--- src/rtl/alu_execute_unit_if.sv ---
// Issue/writeback bundle between the register file, upstream issue logic and alu_execute_unit.
interface alu_execute_unit_if #(
  parameter int unsigned DATA_WIDTH = 8,
  parameter int unsigned ADDR_WIDTH = 2
);
  logic                  issue_valid;
  logic                  issue_ready;
  logic [2:0]            alu_op;
  logic [DATA_WIDTH-1:0] rs1_data;
  logic [DATA_WIDTH-1:0] rs2_data;
  logic [ADDR_WIDTH-1:0] dest_addr;
  logic [ADDR_WIDTH-1:0] wr_addr;
  logic [DATA_WIDTH-1:0] wr_data;
  logic                  reg_wr_en;
  logic                  zero_flag;
  logic                  carry_flag;
  logic                  busy;

  modport slave (
    input  issue_valid, alu_op, rs1_data, rs2_data, dest_addr,
    output issue_ready, wr_addr, wr_data, reg_wr_en, zero_flag, carry_flag, busy
  );

  modport master (
    output issue_valid, alu_op, rs1_data, rs2_data, dest_addr,
    input  issue_ready, wr_addr, wr_data, reg_wr_en, zero_flag, carry_flag, busy
  );
endinterface

--- src/rtl/alu_execute_unit.sv ---
// Execute stage: single-cycle ALU ops straight to the register-file write port,
// MUL as an iterative shift-add that stalls issue until its result is written.
module alu_execute_unit #(
  parameter int unsigned DATA_WIDTH = 8,
  parameter int unsigned ADDR_WIDTH = 2
) (
  input  logic              clk,
  input  logic              reset,
  alu_execute_unit_if.slave io_bus
);

  localparam int unsigned DW = DATA_WIDTH;
  localparam int unsigned AW = ADDR_WIDTH;
  localparam int unsigned PW = 2 * DATA_WIDTH;
  localparam int unsigned SW = $clog2(DATA_WIDTH);

  typedef enum logic [0:0] {S_IDLE = 1'b0, S_MUL = 1'b1} state_t;

  typedef enum logic [2:0] {
    OP_ADD = 3'b000, OP_SUB = 3'b001, OP_AND = 3'b010, OP_OR  = 3'b011,
    OP_XOR = 3'b100, OP_SLT = 3'b101, OP_SLL = 3'b110, OP_MUL = 3'b111
  } op_t;

  state_t        r_state, w_state_nxt;
  logic [PW-1:0] r_mcand, w_mcand_nxt;
  logic [DW-1:0] r_mplier, w_mplier_nxt;
  logic [PW-1:0] r_acc, w_acc_nxt;
  logic [SW-1:0] r_count, w_count_nxt;
  logic [AW-1:0] r_dest, w_dest_nxt;
  logic [AW-1:0] r_wr_addr, w_wr_addr_nxt;
  logic [DW-1:0] r_wr_data, w_wr_data_nxt;
  logic          r_wr_en, w_wr_en_nxt;
  logic          r_zero, w_zero_nxt;
  logic          r_carry, w_carry_nxt;

  logic          w_accept;
  logic [DW-1:0] w_alu_res;
  logic          w_alu_carry;
  logic [DW:0]   w_sum;
  logic [DW:0]   w_diff;
  logic [PW-1:0] w_shl;
  logic          w_slt;
  logic [PW-1:0] w_acc_step;

  assign io_bus.issue_ready = (r_state == S_IDLE) && reset;
  assign w_accept           = io_bus.issue_valid && io_bus.issue_ready;

  assign io_bus.wr_addr    = r_wr_addr;
  assign io_bus.wr_data    = r_wr_data;
  assign io_bus.reg_wr_en  = r_wr_en;
  assign io_bus.zero_flag  = r_zero;
  assign io_bus.carry_flag = r_carry;
  assign io_bus.busy       = (r_state == S_MUL);

  // Single-cycle result and carry for the presented opcode.
  always_comb begin
    w_sum       = {1'b0, io_bus.rs1_data} + {1'b0, io_bus.rs2_data};
    w_diff      = {1'b0, io_bus.rs1_data} - {1'b0, io_bus.rs2_data};
    w_shl       = {{DW{1'b0}}, io_bus.rs1_data} << io_bus.rs2_data[SW-1:0];
    w_slt       = $signed(io_bus.rs1_data) < $signed(io_bus.rs2_data);
    w_alu_res   = '0;
    w_alu_carry = 1'b0;
    case (op_t'(io_bus.alu_op))
      OP_ADD: begin w_alu_res = w_sum[DW-1:0];  w_alu_carry = w_sum[DW];  end
      OP_SUB: begin w_alu_res = w_diff[DW-1:0]; w_alu_carry = w_diff[DW]; end
      OP_AND: w_alu_res = io_bus.rs1_data & io_bus.rs2_data;
      OP_OR:  w_alu_res = io_bus.rs1_data | io_bus.rs2_data;
      OP_XOR: w_alu_res = io_bus.rs1_data ^ io_bus.rs2_data;
      OP_SLT: w_alu_res = DW'(w_slt);
      OP_SLL: begin w_alu_res = w_shl[DW-1:0]; w_alu_carry = |w_shl[PW-1:DW]; end
      default: ;
    endcase
  end

  // The last iteration's add must be visible to the writeback in the same edge.
  assign w_acc_step = r_mplier[0] ? (r_acc + r_mcand) : r_acc;

  // Next-state and writeback decode.
  always_comb begin
    w_state_nxt   = r_state;
    w_mcand_nxt   = r_mcand;
    w_mplier_nxt  = r_mplier;
    w_acc_nxt     = r_acc;
    w_count_nxt   = r_count;
    w_dest_nxt    = r_dest;
    w_wr_addr_nxt = r_wr_addr;
    w_wr_data_nxt = r_wr_data;
    w_wr_en_nxt   = 1'b0;
    w_zero_nxt    = r_zero;
    w_carry_nxt   = r_carry;
    case (r_state)
      S_IDLE: begin
        if (w_accept) begin
          if (op_t'(io_bus.alu_op) == OP_MUL) begin
            w_state_nxt  = S_MUL;
            w_mcand_nxt  = {{DW{1'b0}}, io_bus.rs1_data};
            w_mplier_nxt = io_bus.rs2_data;
            w_acc_nxt    = '0;
            w_count_nxt  = '0;
            w_dest_nxt   = io_bus.dest_addr;
          end else begin
            w_wr_en_nxt   = 1'b1;
            w_wr_addr_nxt = io_bus.dest_addr;
            w_wr_data_nxt = w_alu_res;
            w_zero_nxt    = (w_alu_res == '0);
            w_carry_nxt   = w_alu_carry;
          end
        end
      end
      S_MUL: begin
        w_acc_nxt    = w_acc_step;
        w_mcand_nxt  = PW'(r_mcand << 1);
        w_mplier_nxt = r_mplier >> 1;
        w_count_nxt  = SW'(r_count + SW'(1));
        if (r_count == SW'(DW - 1)) begin
          w_state_nxt   = S_IDLE;
          w_wr_en_nxt   = 1'b1;
          w_wr_addr_nxt = r_dest;
          w_wr_data_nxt = w_acc_step[DW-1:0];
          w_zero_nxt    = (w_acc_step[DW-1:0] == '0);
          w_carry_nxt   = |w_acc_step[PW-1:DW];
        end
      end
      default: w_state_nxt = S_IDLE;
    endcase
  end

  always_ff @(posedge clk or negedge reset) begin
    if (!reset) begin
      r_state   <= S_IDLE;
      r_mcand   <= '0;
      r_mplier  <= '0;
      r_acc     <= '0;
      r_count   <= '0;
      r_dest    <= '0;
      r_wr_addr <= '0;
      r_wr_data <= '0;
      r_wr_en   <= 1'b0;
      r_zero    <= 1'b0;
      r_carry   <= 1'b0;
    end else begin
      r_state   <= w_state_nxt;
      r_mcand   <= w_mcand_nxt;
      r_mplier  <= w_mplier_nxt;
      r_acc     <= w_acc_nxt;
      r_count   <= w_count_nxt;
      r_dest    <= w_dest_nxt;
      r_wr_addr <= w_wr_addr_nxt;
      r_wr_data <= w_wr_data_nxt;
      r_wr_en   <= w_wr_en_nxt;
      r_zero    <= w_zero_nxt;
      r_carry   <= w_carry_nxt;
    end
  end

endmodule

--- src/flat_wrapper.sv ---
// flat-port wrapper written by rule: the top's interface ports become plain ports
module alu_execute_unit_flat 
#(
  parameter int unsigned DATA_WIDTH = 8,
  parameter int unsigned ADDR_WIDTH = 2
)
  (clk, reset, io_bus_issue_valid, io_bus_alu_op, io_bus_rs1_data, io_bus_rs2_data, io_bus_dest_addr, io_bus_issue_ready, io_bus_wr_addr, io_bus_wr_data, io_bus_reg_wr_en, io_bus_zero_flag, io_bus_carry_flag, io_bus_busy);
  alu_execute_unit_if #(.DATA_WIDTH(DATA_WIDTH), .ADDR_WIDTH(ADDR_WIDTH)) io_bus_i ();
  input  logic clk;
  input  logic reset;
  input wire logic [$bits(io_bus_i.issue_valid)-1:0] io_bus_issue_valid;
  input wire logic [$bits(io_bus_i.alu_op)-1:0] io_bus_alu_op;
  input wire logic [$bits(io_bus_i.rs1_data)-1:0] io_bus_rs1_data;
  input wire logic [$bits(io_bus_i.rs2_data)-1:0] io_bus_rs2_data;
  input wire logic [$bits(io_bus_i.dest_addr)-1:0] io_bus_dest_addr;
  output wire logic [$bits(io_bus_i.issue_ready)-1:0] io_bus_issue_ready;
  output wire logic [$bits(io_bus_i.wr_addr)-1:0] io_bus_wr_addr;
  output wire logic [$bits(io_bus_i.wr_data)-1:0] io_bus_wr_data;
  output wire logic [$bits(io_bus_i.reg_wr_en)-1:0] io_bus_reg_wr_en;
  output wire logic [$bits(io_bus_i.zero_flag)-1:0] io_bus_zero_flag;
  output wire logic [$bits(io_bus_i.carry_flag)-1:0] io_bus_carry_flag;
  output wire logic [$bits(io_bus_i.busy)-1:0] io_bus_busy;
  assign io_bus_i.issue_valid = io_bus_issue_valid;
  assign io_bus_i.alu_op = io_bus_alu_op;
  assign io_bus_i.rs1_data = io_bus_rs1_data;
  assign io_bus_i.rs2_data = io_bus_rs2_data;
  assign io_bus_i.dest_addr = io_bus_dest_addr;
  assign io_bus_issue_ready = io_bus_i.issue_ready;
  assign io_bus_wr_addr = io_bus_i.wr_addr;
  assign io_bus_wr_data = io_bus_i.wr_data;
  assign io_bus_reg_wr_en = io_bus_i.reg_wr_en;
  assign io_bus_zero_flag = io_bus_i.zero_flag;
  assign io_bus_carry_flag = io_bus_i.carry_flag;
  assign io_bus_busy = io_bus_i.busy;
  alu_execute_unit #(.DATA_WIDTH(DATA_WIDTH), .ADDR_WIDTH(ADDR_WIDTH)) u_core (.clk(clk), .reset(reset), .io_bus(io_bus_i));
endmodule
--- config.mk ---
export PLATFORM = sky130hd
export DESIGN_NAME = alu_execute_unit_flat
export DESIGN_NICKNAME = d
export VERILOG_FILES = /design/src/rtl/alu_execute_unit_if.sv /design/src/rtl/alu_execute_unit.sv /design/src/flat_wrapper.sv
export SDC_FILE = /design/constraint.sdc
export NUM_CORES = 1
export LEC_CHECK = 0
export CORE_MARGIN = 5
export CORE_UTILIZATION = 54
export DETAILED_ROUTE_END_ITERATION = 16
export GPL_ROUTABILITY_DRIVEN = 0
export PLACE_DENSITY = 0.78
export SYNTH_ARGS = -nofsm -noshare
export SYNTH_HDL_FRONTEND = slang
export SYNTH_SLANG_ARGS = --single-unit
--- constraint.sdc ---
create_clock -name clk -period 2.4 [get_ports clk]
set_clock_uncertainty 0.15 [all_clocks]
set_input_delay 0.24 -clock clk [delete_from_list [all_inputs] [get_ports clk]]
set_output_delay 0.24 -clock clk [all_outputs]
set_load 0.02 [all_outputs]
**Yosys cells after proc, flatten, opt, wreduce, memory -nomap -nowiden**

Index checks and enable logic that the tools add are counted.

- ROM bits: 0
- Logic and storage cells: 82
- Output and inout port bits: 15
- Register bits after elaboration: 59
- Latch bits: 0
- Memory bits (writable): 0
- Bits of input ports: 24
- Memories: 0

- Equality and inequality tests: 12
- Reductions and logical operators: 10
- Divide/modulo/power cells: 0
- Bitwise gates (word level): 4
- Add/subtract/negate cells: 4
- Mux-type cells: 39
- Magnitude comparators: 1
- Shifts and indexed selects: 1
- Multiply operators: 0

Operator list:

| cell | count |
|---|---|
| 16-bit 2-to-1 mux | 5 |
| 16-bit one-hot mux with 2 select lines | 2 |
| 8-bit one-hot mux with 7 select lines | 1 |
| 8-bit 2-to-1 mux | 5 |
| 8-bit one-hot mux with 2 select lines | 2 |
| 16-bit adder | 1 |
| 8-bit zero test | 2 |
| 8-bit OR reduction | 2 |
| 8-bit by 3-bit left shift with 16-bit output | 1 |
| 3-bit == test (second input constant) | 5 |
| 1-bit 2-to-1 mux | 12 |
| 8-bit by 8-bit adder with 9-bit output | 1 |
| 8-bit by 8-bit subtractor with 9-bit output | 1 |
| 8-bit bitwise AND | 1 |
| 8-bit less-than comparator | 1 |
| 8-bit bitwise OR | 1 |
| 1-bit one-hot mux with 2 select lines | 4 |
| 8-bit bitwise XOR | 1 |
| 3-bit by 2-bit == test with 1-bit output (second input constant) | 2 |
| 2-bit 2-to-1 mux | 3 |
| 3-bit 2-to-1 mux | 2 |
| 2-bit inequality test (second input constant) | 3 |
| 3-bit one-hot mux with 2 select lines | 1 |
| 3-bit AND reduction | 2 |
| 9 further kinds | 10 |

**Depth between registers and ports, before layout**

Gate-level depths: netlist of the first run.

- Depth after elaboration: 6
- Mapped depth: 12
- Mapped depth without buffers: 12

**Worst setup path before layout of the first run**

OpenSTA, ideal clock, no wires.

- Path kind: input port to flip-flop
- Start point: input io_bus_rs2_data[1]
- End point: register u_core.r_zero, in the netlist u_core.io_bus.zero_flag
- Path buffers: 2
- Path slack: -524 ps
- Arrival: 2678 ps
- Library setup time: 95 ps
- Data required time: 2155 ps
- Stages on the path: 12
- Cell sequence: buf_2 -> clkbuf_1 -> inv_1 -> ha_1 -> o21ba_2 -> o21ai_0 -> a21oi_1 -> xnor2_1 -> a221o_1 -> nor4b_1 -> nand4_1 -> o31ai_1

- Longest elaborated chain between the ends: 6
- Elaborated cells between the ends (all ways): 12
- Those cells by class: add/sub (2); order compare (1); shift (1); mux (4); bitwise (3); reduce/logical (1)

RTL lines:

| what | line | RTL |
|---|---|---|
| from (decl) | flat_wrapper.sv:14 | `input wire logic [$bits(io_bus_i.rs2_data)-1:0] io_bus_rs2_data;` |
| 8-bit by 8-bit subtractor with 9-bit output (tied with other cells) | alu_execute_unit.sv:58 | `w_diff = {1'b0, io_bus.rs1_data} - {1'b0, io_bus.rs2_data};` |
| 8-bit one-hot mux with 7 select lines * | alu_execute_unit.sv:63 | `case (op_t'(io_bus.alu_op))` |
| 8-bit zero test * | alu_execute_unit.sv:105 | `w_zero_nxt = (w_alu_res == '0);` |
| 1-bit 2-to-1 mux * | alu_execute_unit.sv:94 | `if (op_t'(io_bus.alu_op) == OP_MUL) begin` |
| 1-bit 2-to-1 mux * | alu_execute_unit.sv:93 | `if (w_accept) begin` |
| 1-bit one-hot mux with 2 select lines * | alu_execute_unit.sv:91 | `case (r_state)` |
| to (signal assigned) | alu_execute_unit.sv:151 | `r_zero <= w_zero_nxt;` |
| to (decl) | alu_execute_unit.sv:33 | `logic r_zero, w_zero_nxt;` |

Mark *: on every way between the ends. The rest lies on a longest branch, timed or not. The select of a mux whose other input is x is not followed.
A chain may end at the register's enable or synchronous reset.

**Worst setup path after layout of the first run**

- Start point: register u_core.r_acc[0]
- End point: register u_core.r_acc[14]

- Longest elaborated chain between the ends: 3

RTL lines:

| what | line | RTL |
|---|---|---|
| from (decl) | alu_execute_unit.sv:27 | `logic [PW-1:0] r_acc, w_acc_nxt;` |
| from (signal assigned) | alu_execute_unit.sv:145 | `r_acc <= w_acc_nxt;` |
| 16-bit adder | alu_execute_unit.sv:76 | `assign w_acc_step = r_mplier[0] ? (r_acc + r_mcand) : r_acc;` |
| 16-bit 2-to-1 mux | alu_execute_unit.sv:76 |  |
| 16-bit one-hot mux with 2 select lines | alu_execute_unit.sv:91 |  |

Every way passes these cells.

==> results.yml, run 1 <==
outcome:
  status: "complete, but fails checks"
  violations: "setup timing"
critical_path:
  cp_top_family: "compound AO/OA/AOI/OAI gates"
  crit_top_cell: "a31oi_1"
  crit_arrival_ns: 2.88
  startpoint: "u_core.r_acc[0]$_DFFE_PN0P_"
  crit_chain: "ha_2 -> fa_2 -> a21oi_4 -> o211ai_1 -> a2111oi_2 -> nor3_2 -> a31oi_1 -> xnor2_1 -> nand2_1 -> a31oi_1"
  crit_path_end_kind: "flip-flop"
  worstReg2RegStart: "u_core.r_acc[0]$_DFFE_PN0P_"
  cpMaxStageDelayCell: "a2111oi_2"
  criticalPathCategory: "flip-flop to flip-flop"
  path_buf_inv: 0
  max_stage_delay_ns: 0.46
  critPathRequiredTime_ns: 2.51
  crit_fanout: 3
  startpoint_type: "flip-flop"
timing:
  rsz0062_at_grt: "true"
  period_needed_ns: 2.77
  relSlewSlack_pct: 49.7
  period_share_pct: 115
  hold_violations: 0
  post-route-worst-setup-slack_ns: -0.365
  drv_slew: 0
  holdWs_ns: 0.00418
  tightest_slew_ns: 0.754
  report.final.setup_viol: 11
  fmax_mhz: 362
logic_synthesis:
  synth-seq-area-share_pct: 30.6
  synth_top_family_by_area: "compound AO/OA/AOI/OAI gates"
  async_flop_share_pct: 100
  syn_nets: 652
  ys.flop_type: "dfrtp_1"
  synthMuxAreaShare_pct: 7.19
  yosys_register_bits: 59
  netlist_instances: 581
  yosys.area_share.xor_xnor_pct: 2.73
  yosysTopAreaCell: "dfrtp_1"
  avgSynthCellArea_um2: 8.29
  yosysWarnings: 0
  yosys-top-cells-count: "82 x nand2_1, 59 x dfrtp_1, 53 x o21ai_0, 44 x ha_1, 41 x nor2_1"
  synth.cell_area_um2: 4820
  synth-simple-area-share_pct: 16.6
  synthAdderAreaFrac_pct: 12.7
  yosysMostFrequentCell: "nand2_1"
  synth-edff-count: 0
  synth_top_cell_area_share_pct: 30.6
  synth_compound_area_share_pct: 24.4
  synthTopCellsByArea: "dfrtp_1 31%, ha_1 11%, nand2_1 6.4%"
  yosysUniqueCellTypes: 58
pwr:
  pwr-share-seq_pct: 27.7
  ir_drop_v: 0.00124
  p_per_area_nw_per_um2: 953
  comb_power_share_pct: 59.6
  switchingPower_mw: 2.76
  cell_internal_pwr_mw: 3.58
  total_power_mw: 6.34
  leakagePower_nw: 3.16
  p_clk_share_pct: 12.7
  swShare_pct: 43.5
floorplan:
  pin_count: 39
  num_rows: 34
  fp.dieH_um: 104
  die_area_um2: 10900
  start_util_pct: 55.2
  fp.dieW_um: 104
  core_um2: 8720
finish:
  area_delta_synth_final_pct: 38.0
  fillCellCount: 561
  seqCellArea_um2: 1480
  antenna_cells: 0
  final_layout_size_suffix_gt1_share_pct: 28.2
  multiInputGateArea_um2: 3360
  nets: 801
placement:
  numPortBuffers: 38
  dpl.hpwl_um: 11500
cts:
  htree_num_levels: 3
  cts_root_buf: "clkbuf_8"
  cts.clk_slew.worst_paths_ns: 0.07
  cts.sinks: 59
  cts_tree: "yes"
  cts_buffer_depth: 2
  cts_buffers: 9
  clkLatencyLatePin_ns: 0.34
global_route:
  grt_use_total_pct: 27.5
  grt_overflow: 0
  grt_pass1_wl_um: 24800
  antenna_found_initial: 0
  grt_pass1_vias: 5111
  grt_max_degree: 60
worst_hold_path:
  hold_class: "input pin to asynchronous set/reset pin"
route:
  vias_per_cell: 6.19
  drc: 0
  dr.pass1.iters: 5
  vias: 5218
  drt_first_iter_violations: 401
  ant_nets: 0
  drt-total-wl_um: 15600
  wl_per_cell_um: 18.4
flow_run:
  cap_violations: 0
## cell type report
| class | count | area share, % |
|---|---|---|
| inverters | 32 | 1.84 |
| flip-flops and latches | 59 | 22.2 |
| clock inverters | 5 | 0.452 |
| well taps | 108 | 2.03 |
| repair buffers | 170 | 20.7 |
| multi-input cells | 458 | 50.6 |
| clock buffers | 11 | 2.13 |
## stage by stage
step                      TNS (ns)  instances  area, um2  worst slack [ns]  util (%)
after global routing         -3.19        843       6650            -0.469      76.2
after detailed placement     -6.14        824       6280            -0.723      72.0
after floorplan             -0.195        581       4960           -0.0794         -
after CTS                    -1.50        840       6510            -0.289      74.7
final                        -2.17        843       6650            -0.365      76.2
after global placement       -5.58        824       6280            -0.660      72.0
## flip-flops by register name, indices dropped and copies added (netlist names)
| signal | cells |
|---|---|
| u_core.r_mcand | 16 |
| u_core.r_dest | 2 |
| u_core.r_mplier | 8 |
| u_core.io_bus.zero_flag | 1 |
| u_core.r_count | 3 |
| u_core.io_bus.reg_wr_en | 1 |
| u_core.r_acc | 16 |
| u_core.io_bus.wr_addr | 2 |
| u_core.io_bus.carry_flag | 1 |
| u_core.io_bus.wr_data | 8 |
| u_core.io_bus.busy | 1 |
## placed cells by master (no fill, tap or decap), drive strengths merged, types with 4 or more instances in the layout
cell type	synthesis	layout
o22ai	8	8
nand2b	7	7
clkbuf	26	11
o211ai	8	8
inv	31	31
xnor2	10	10
nand3	10	10
dlygate4sd2	0	4
nor2b	4	4
dfrtp	59	59
ha	44	44
nor3	18	18
xor2	5	5
clkinv	1	4
a21o	9	9
buf	6	133
a31oi	10	10
o21ai	55	55
clkdlybuf4s50	0	33
a211oi	11	11
a221o	5	5
mux2	5	5
o21bai	4	4
nand2	82	82
mux2i	29	29
a2111oi	4	4
a22oi	5	5
nand4	5	5
nor2	41	41
a21oi	34	34
## routing by layer
layer	GRT usage (%)	share of wire (%)	vias up
met2	44.3	47	280
met1	35.7	41	2478
met4	11.9	4.0	0
met3	5.71	7.3	71
li1	-	-	2389
met5	0	0	-
## worst paths after layout
kind	slack, ns	end	cells past startpoint
worst max-delay path	-0.37	u_core.r_acc[14]$_DFFE_PN0P_	10
worst min-delay path	0.004	u_core.r_mcand[4]$_DFFE_PN0P_	2
worst max register to register	-0.37	u_core.r_acc[14]$_DFFE_PN0P_	10
worst min register to register	0.33	u_core.r_dest[0]$_DFFE_PN0P_	2
max in group asynchronous	1.55	u_core.io_bus.busy$_DFF_PN0_	2
min in group clk	0.31	u_core.r_dest[0]$_DFFE_PN0P_	3
## logic make-up after synthesis
group / Yosys count
adder cells (fa/ha/maj): 47
XOR/XNOR: 15
AND/OR/NAND/NOR: 181
multiplexers: 34
AO/OA/AOI/OAI: 181
flip-flops: 59
buffers and inverters: 64
## power groups by stage
stage          Clock, mW  Sequential [mW]  Combinational, mW
6_report           0.805             1.76               3.77
5_1_grt            0.858             1.80               4.09
4_1_cts            0.806             1.74               3.58
3_5_place_dp           0             1.75               3.49
3_3_place_gp           0             1.72               3.34
2_1_floorplan          0             1.79               1.95
## what timing repair did
action                     CTS  global route
pin swaps                   15            18
hold buffers                 0             0
setup buffers                0             4
resized for setup           23            25
setup endpoints to repair   14            17
Power figures use the tool's default switching activity.
==> inputs of run 2 (changes only) <==
--- a/config.mk
+++ b/config.mk
@@ -7,9 +7,12 @@
 export LEC_CHECK = 0
 export CORE_MARGIN = 5
 export CORE_UTILIZATION = 54
+export CTS_CLUSTER_SIZE = 25
 export DETAILED_ROUTE_END_ITERATION = 16
 export GPL_ROUTABILITY_DRIVEN = 0
+export GPL_TIMING_DRIVEN = 0
 export PLACE_DENSITY = 0.78
+export SLEW_MARGIN = 0
 export SYNTH_ARGS = -nofsm -noshare
 export SYNTH_HDL_FRONTEND = slang
 export SYNTH_SLANG_ARGS = --single-unit
==> results.yml, run 2 (synthesized netlist as in run 1, its figures left out) <==
floorplan:
  die_area_um2: 10900
  num_rows: 34
  pin_count: 39
  start_util_pct: 55.2
  core_um2: 8720
  fp.dieW_um: 104
  fp.dieH_um: 104
pwr:
  ir_drop_v: 0.000897
  total_power_mw: 6.34
  p_per_area_nw_per_um2: 1020
  leakagePower_nw: 2.81
finish:
  finalInstanceArea_um2: 6220
  final_common_cell: "nand2_1"
  final_util_pct: 71.4
  multiInputGateArea_um2: 3470
  area_delta_synth_final_pct: 29.2
  final_layout_size_suffix_gt1_share_pct: 21.1
  antenna_cells: 0
  fillCellCount: 641
  nets: 730
  layout_common_cells: "82 x nand2_1, 59 x dfrtp_1, 44 x o21ai_0, 40 x nor2_1"
  seqCellArea_um2: 1480
  top_regs: "u_core.r_acc x16, u_core.r_mcand x16"
global_route:
  grt_overflow: 0
  grt_use_total_pct: 27.7
  antenna_found_initial: 0
  grt_pass1_vias: 4842
  grt_max_degree: 31
  grt_pass1_wl_um: 24800
cts:
  cts.sinks: 59
  cts.clk_slew.worst_paths_ns: 0.07
  cts_root_buf: "clkbuf_8"
  htree_num_levels: 3
  cts_tree: "yes"
  cts_buffer_depth: 2
  cts_buffers: 9
  clkLatencyLatePin_ns: 0.34
critical_path:
  criticalPathCategory: "flip-flop to flip-flop"
  critPathRequiredTime_ns: 2.45
  crit_arrival_ns: 2.91
  crit_fanout: 3
  crit_path_end_kind: "flip-flop"
  startpoint_type: "flip-flop"
route:
  ant_nets: 0
  drt-total-wl_um: 15300
  drt_first_iter_violations: 600
  wl_per_cell_um: 19.9
  drc: 0
  vias: 4882
  dr.pass1.iters: 5
  vias_per_cell: 6.33
timing:
  relSlewSlack_pct: 52.3
  drv_slew: 0
  tns_ns: -2.55
  hold_violations: 0
  period_share_pct: 119
  tightest_slew_ns: 0.715
  rsz0062_at_grt: "true"
  fmax_mhz: 350
  report.final.setup_viol: 10
  post-route-worst-setup-slack_ns: -0.459
  period_needed_ns: 2.86
worst_hold_path:
  hold_class: "input pin to flip-flop"
outcome:
  status: "complete, but fails checks"
  violations: "setup timing"
placement:
  numPortBuffers: 37
  post-place-ws_ns: -1.06
  postPlaceCellArea_um2: 5480
  dpl.hpwl_um: 10500
flow_run:
  cap_violations: 0
[run 2: cell types whose count changed in the layout (fill, tap and decap cells not counted), moves of 4 or more]
cell / delta
clkbuf_1: +16
ha_1: -4
o21ai_2: +4
o21ai_1: -4
buf_4: -103
clkdlybuf4s50_1: -9
clkbuf_2: +6
buf_2: +5
clkbuf_8: +6
[run 2: critical path, cell delays in order (launching register included)]
cell and delay (ns):
dfrtp_1 0.41, ha_4 0.26, a21o_1 0.20, a221o_1 0.39, buf_4 0.16, nor3_1 0.20, a221o_1 0.21, o2111ai_1 0.11
and4b_1 0.30, o2111a_1 0.21, a31oi_1 0.12
[run 2: power by group]
| group | internal (mW) | switching (mW) | leakage (nW) |
|---|---|---|---|
| registers | 1.40 | 0.358 | 0.765 |
| logic | 1.54 | 2.00 | 1.93 |
| clock network | 0.636 | 0.410 | 0.115 |
| total | 3.58 | 2.77 | 2.81 |
[run 2: what timing repair did]
action / CTS / global route
endpoints found under the hold margin: 29 / 0
pin swaps: 30 / 17
endpoints found under the setup margin: 14 / 25
gates resized for setup: 64 / 35
buffers inserted: 22 / 7
hold buffers: 2 / 0
[run 2: worst paths after layout]
check | from | endpoint | slack (ns) | depth (start not counted)
worst max register to register | u_core.r_acc[9]$_DFFE_PN0P_ | u_core.io_bus.carry_flag$_DFFE_PN0P_ | -0.46 | 10
max in group asynchronous | reset | u_core.r_acc[0]$_DFFE_PN0P_ | 1.57 | 3
min in group asynchronous | reset | u_core.r_mplier[1]$_DFFE_PN0P_ | 0.35 | 3
worst max-delay path | u_core.r_acc[9]$_DFFE_PN0P_ | u_core.io_bus.carry_flag$_DFFE_PN0P_ | -0.46 | 10
worst min register to register | u_core.io_bus.wr_data[0]$_DFFE_PN0P_ | u_core.io_bus.wr_data[0]$_DFFE_PN0P_ | 0.34 | 1
worst min-delay path | io_bus_rs2_data[3] | u_core.r_mplier[3]$_DFFE_PN0P_ | 0.19 | 3
[run 2: area by class of cell]
cell class                 instances  area share (%)
multi-input combinational        458            55.8
sequential                        59            23.7
timing repair buffer              69            9.81
buffer                            30            2.83
clock buffer                      11            2.43
tap                              108            2.17
inverter                          32            2.03
clock inverter                     4            1.19
[run 2: per-layer routing]
layer	share of wire (%)	GRT usage [%]	routed length, um
met5	0	0	0
met4	3.7	11.1	560
met3	7.5	5.59	1150
met2	49	45.2	7530
met1	40	35.7	6070
[run 2: stage by stage]
stage	cells	hold slack [ns]
3_5_place_dp	727	0.180
2_1_floorplan	581	-0.206
4_1_cts	764	0.322
5_1_grt	771	0.217
3_3_place_gp	726	0.312
6_report	771	0.191
==> RTL change (settings of run 1) <==
`DATA_WIDTH` is set to 8 in 3 places; all go to 4.
--- a/src/rtl/alu_execute_unit_if.sv
+++ b/src/rtl/alu_execute_unit_if.sv
@@ -1,5 +1,5 @@
 // Issue/writeback bundle between the register file, upstream issue logic and alu_execute_unit.
 interface alu_execute_unit_if #(
-  parameter int unsigned DATA_WIDTH = 8,
+  parameter int unsigned DATA_WIDTH = 4,
   parameter int unsigned ADDR_WIDTH = 2
 );
--- a/src/rtl/alu_execute_unit.sv
+++ b/src/rtl/alu_execute_unit.sv
@@ -2,5 +2,5 @@
 // MUL as an iterative shift-add that stalls issue until its result is written.
 module alu_execute_unit #(
-  parameter int unsigned DATA_WIDTH = 8,
+  parameter int unsigned DATA_WIDTH = 4,
   parameter int unsigned ADDR_WIDTH = 2
 ) (
--- a/src/flat_wrapper.sv
+++ b/src/flat_wrapper.sv
@@ -2,5 +2,5 @@
 module alu_execute_unit_flat 
 #(
-  parameter int unsigned DATA_WIDTH = 8,
+  parameter int unsigned DATA_WIDTH = 4,
   parameter int unsigned ADDR_WIDTH = 2
 )
Ports: changed (resized io_bus_rs1_data, io_bus_rs2_data and io_bus_wr_data); port bits go from 39 to 27. The function was not compared with the original's and may differ.
==> RTL change against run 1 <==
- the flow still finishes with violations (setup timing)
- maximum frequency increased by 14%
- synthesized area decreased by 48%
- die area decreased by 45%
- sequential cell count decreased by 25
- total power decreased by 52%
- cell area decreased by 51%
- first-iteration DRC count decreased by 44%
- largest power group unchanged
- wire length decreased by 57%
- clock power decreased by 33%
- worst setup slack improved by 340 ps
==> RTL change: results (changes against run 1) <==
\begin{tabular}{lr}
\hline
Metric & Value \\
\hline
\multicolumn{2}{l}{\textbf{Outcome}} \\
Run status & finished, violations left \\
Failing checks & setup timing \\
\multicolumn{2}{l}{\textbf{Setup path}} \\
Worst stage delay on the critical path & 430 ps (-30 ps) \\
Worst endpoint data arrival time & 2450 ps (-430 ps) \\
Slowest stage cell on the critical path & sky130\_fd\_sc\_hd\_\_clkdlybuf4s50\_1 \\
Source of the critical timing path & io\_bus\_rs1\_data[0] \\
\multicolumn{2}{l}{\textbf{Place}} \\
Port-buffer cells & 26 (-32\%) \\
Worst Setup Slack post-DPL & -394 ps (+328 ps) \\
Area after DPL & 3070 µm² (-51\%) \\
Sum of net half-perimeters after detailed placement & 4.78 mm (-58\%) \\
\multicolumn{2}{l}{\textbf{Finish}} \\
Nonclk buf count & 72 (-58\%) \\
Biggest registers after layout & u\_core.r\_acc x8, u\_core.r\_mcand x8 \\
Share of layout cells above drive strength 1 & 22.3\% (-5.9 points) \\
Post-layout nets & 398 (-50\%) \\
Area of all placed cells without fillers & 3280 µm² (-51\%) \\
Multi-input logic portion of the cell area & 48.4\% (-2.2 points) \\
\multicolumn{2}{l}{\textbf{Global route}} \\
Largest net degree at the start of global routing & 21 (-65\%) \\
First-pass GRT wire length & 11.0 mm (-55\%) \\
Total global routing track utilization & 22.5\% (-5.0 points) \\
\multicolumn{2}{l}{\textbf{Drt}} \\
Via Count & 2397 (-54\%) \\
Initial detailed-routing violation count & 224 (-44\%) \\
Iteration count of the initial detailed-routing pass & 6 (+1) \\
\multicolumn{2}{l}{\textbf{Synthesis}} \\
Count of different cell masters after synthesis & 48 (-17\%) \\
Share of synthesized cell area in full adder, half adder and majority cells & 13.0\% (+0.34 points) \\
Register area share after synthesis & 34.3\% (+3.6 points) \\
Complex-gate fraction of the synthesized area & 21.1\% (-3.3 points) \\
Syn\_nets & 336 (-48\%) \\
Xor and xnor area share after synthesis & 2.47\% (-0.26 points) \\
\multicolumn{2}{l}{\textbf{STA}} \\
Count of endpoints failing setup in the final report & 1 (-10) \\
Crit path setup slack, layout & -23.3 ps (+342 ps) \\
Worst-Margin Slew & 515 ps (-240 ps) \\
\multicolumn{2}{l}{\textbf{Power}} \\
LEAKAGE & 0.00148 µW (-53\%) \\
\multicolumn{2}{l}{\textbf{Clock tree}} \\
Clock latency reported for the late side of the worst-skew pair & 300 ps (-40 ps) \\
\hline
\end{tabular}
## RTL change: cell count changes after synthesis, moves of 7 or more
cell                       change
sky130_fd_sc_hd__o21ai_0      -19
sky130_fd_sc_hd__a31oi_1       -9
sky130_fd_sc_hd__a21oi_1       -8
sky130_fd_sc_hd__nand2_1      -47
sky130_fd_sc_hd__inv_1        -17
sky130_fd_sc_hd__nor2_1       -15
sky130_fd_sc_hd__ha_1         -23
sky130_fd_sc_hd__clkbuf_1     -13
sky130_fd_sc_hd__a21o_1        -7
sky130_fd_sc_hd__mux2i_1      -21
sky130_fd_sc_hd__dfrtp_1      -25
sky130_fd_sc_hd__a211oi_1      -7
sky130_fd_sc_hd__nor3_1       -12
## RTL change: what timing repair did
action                     in CTS  in global routing
hold endpoints to repair       34                  0
pin swaps                       0                  5
hold buffers                    1                  0
setup endpoints to repair       3                  7
gates resized for setup        10                 13
## RTL change: worst paths after layout
path,cells after the start,slack (ps),to
worst max-delay path,10,-20,u_core.io_bus.zero_flag
worst min-delay path,3,330,u_core.r_mcand[7]
worst max register to register,9,80,u_core.io_bus.carry_flag
worst min register to register,2,340,u_core.io_bus.wr_data[2]
max in group asynchronous,3,1560,u_core.r_mcand[2]
min in group clk,2,340,u_core.io_bus.wr_data[2]
## RTL change: metal layers
metal  routed length [µm]  share of wire (%)  track usage (%)
met1                 2970                 44             31.3
met2                 3210                 48             35.8
met3                  438                6.5             4.63
met4                   83                1.2             5.50
met5                    0                  0                0
## RTL change: power breakdown
group | switching, µW | internal, µW
registers | 201 | 805
logic | 796 | 716
clock network | 233 | 309
## RTL change: worst max-delay path, delay by kind of cell
family / cells / cell delay [ps]
xor+xnor: 1 / 150
buf+inv: 2 / 580
simple gates: 2 / 200
fa+ha+maj: 2 / 580
compound gates: 3 / 720
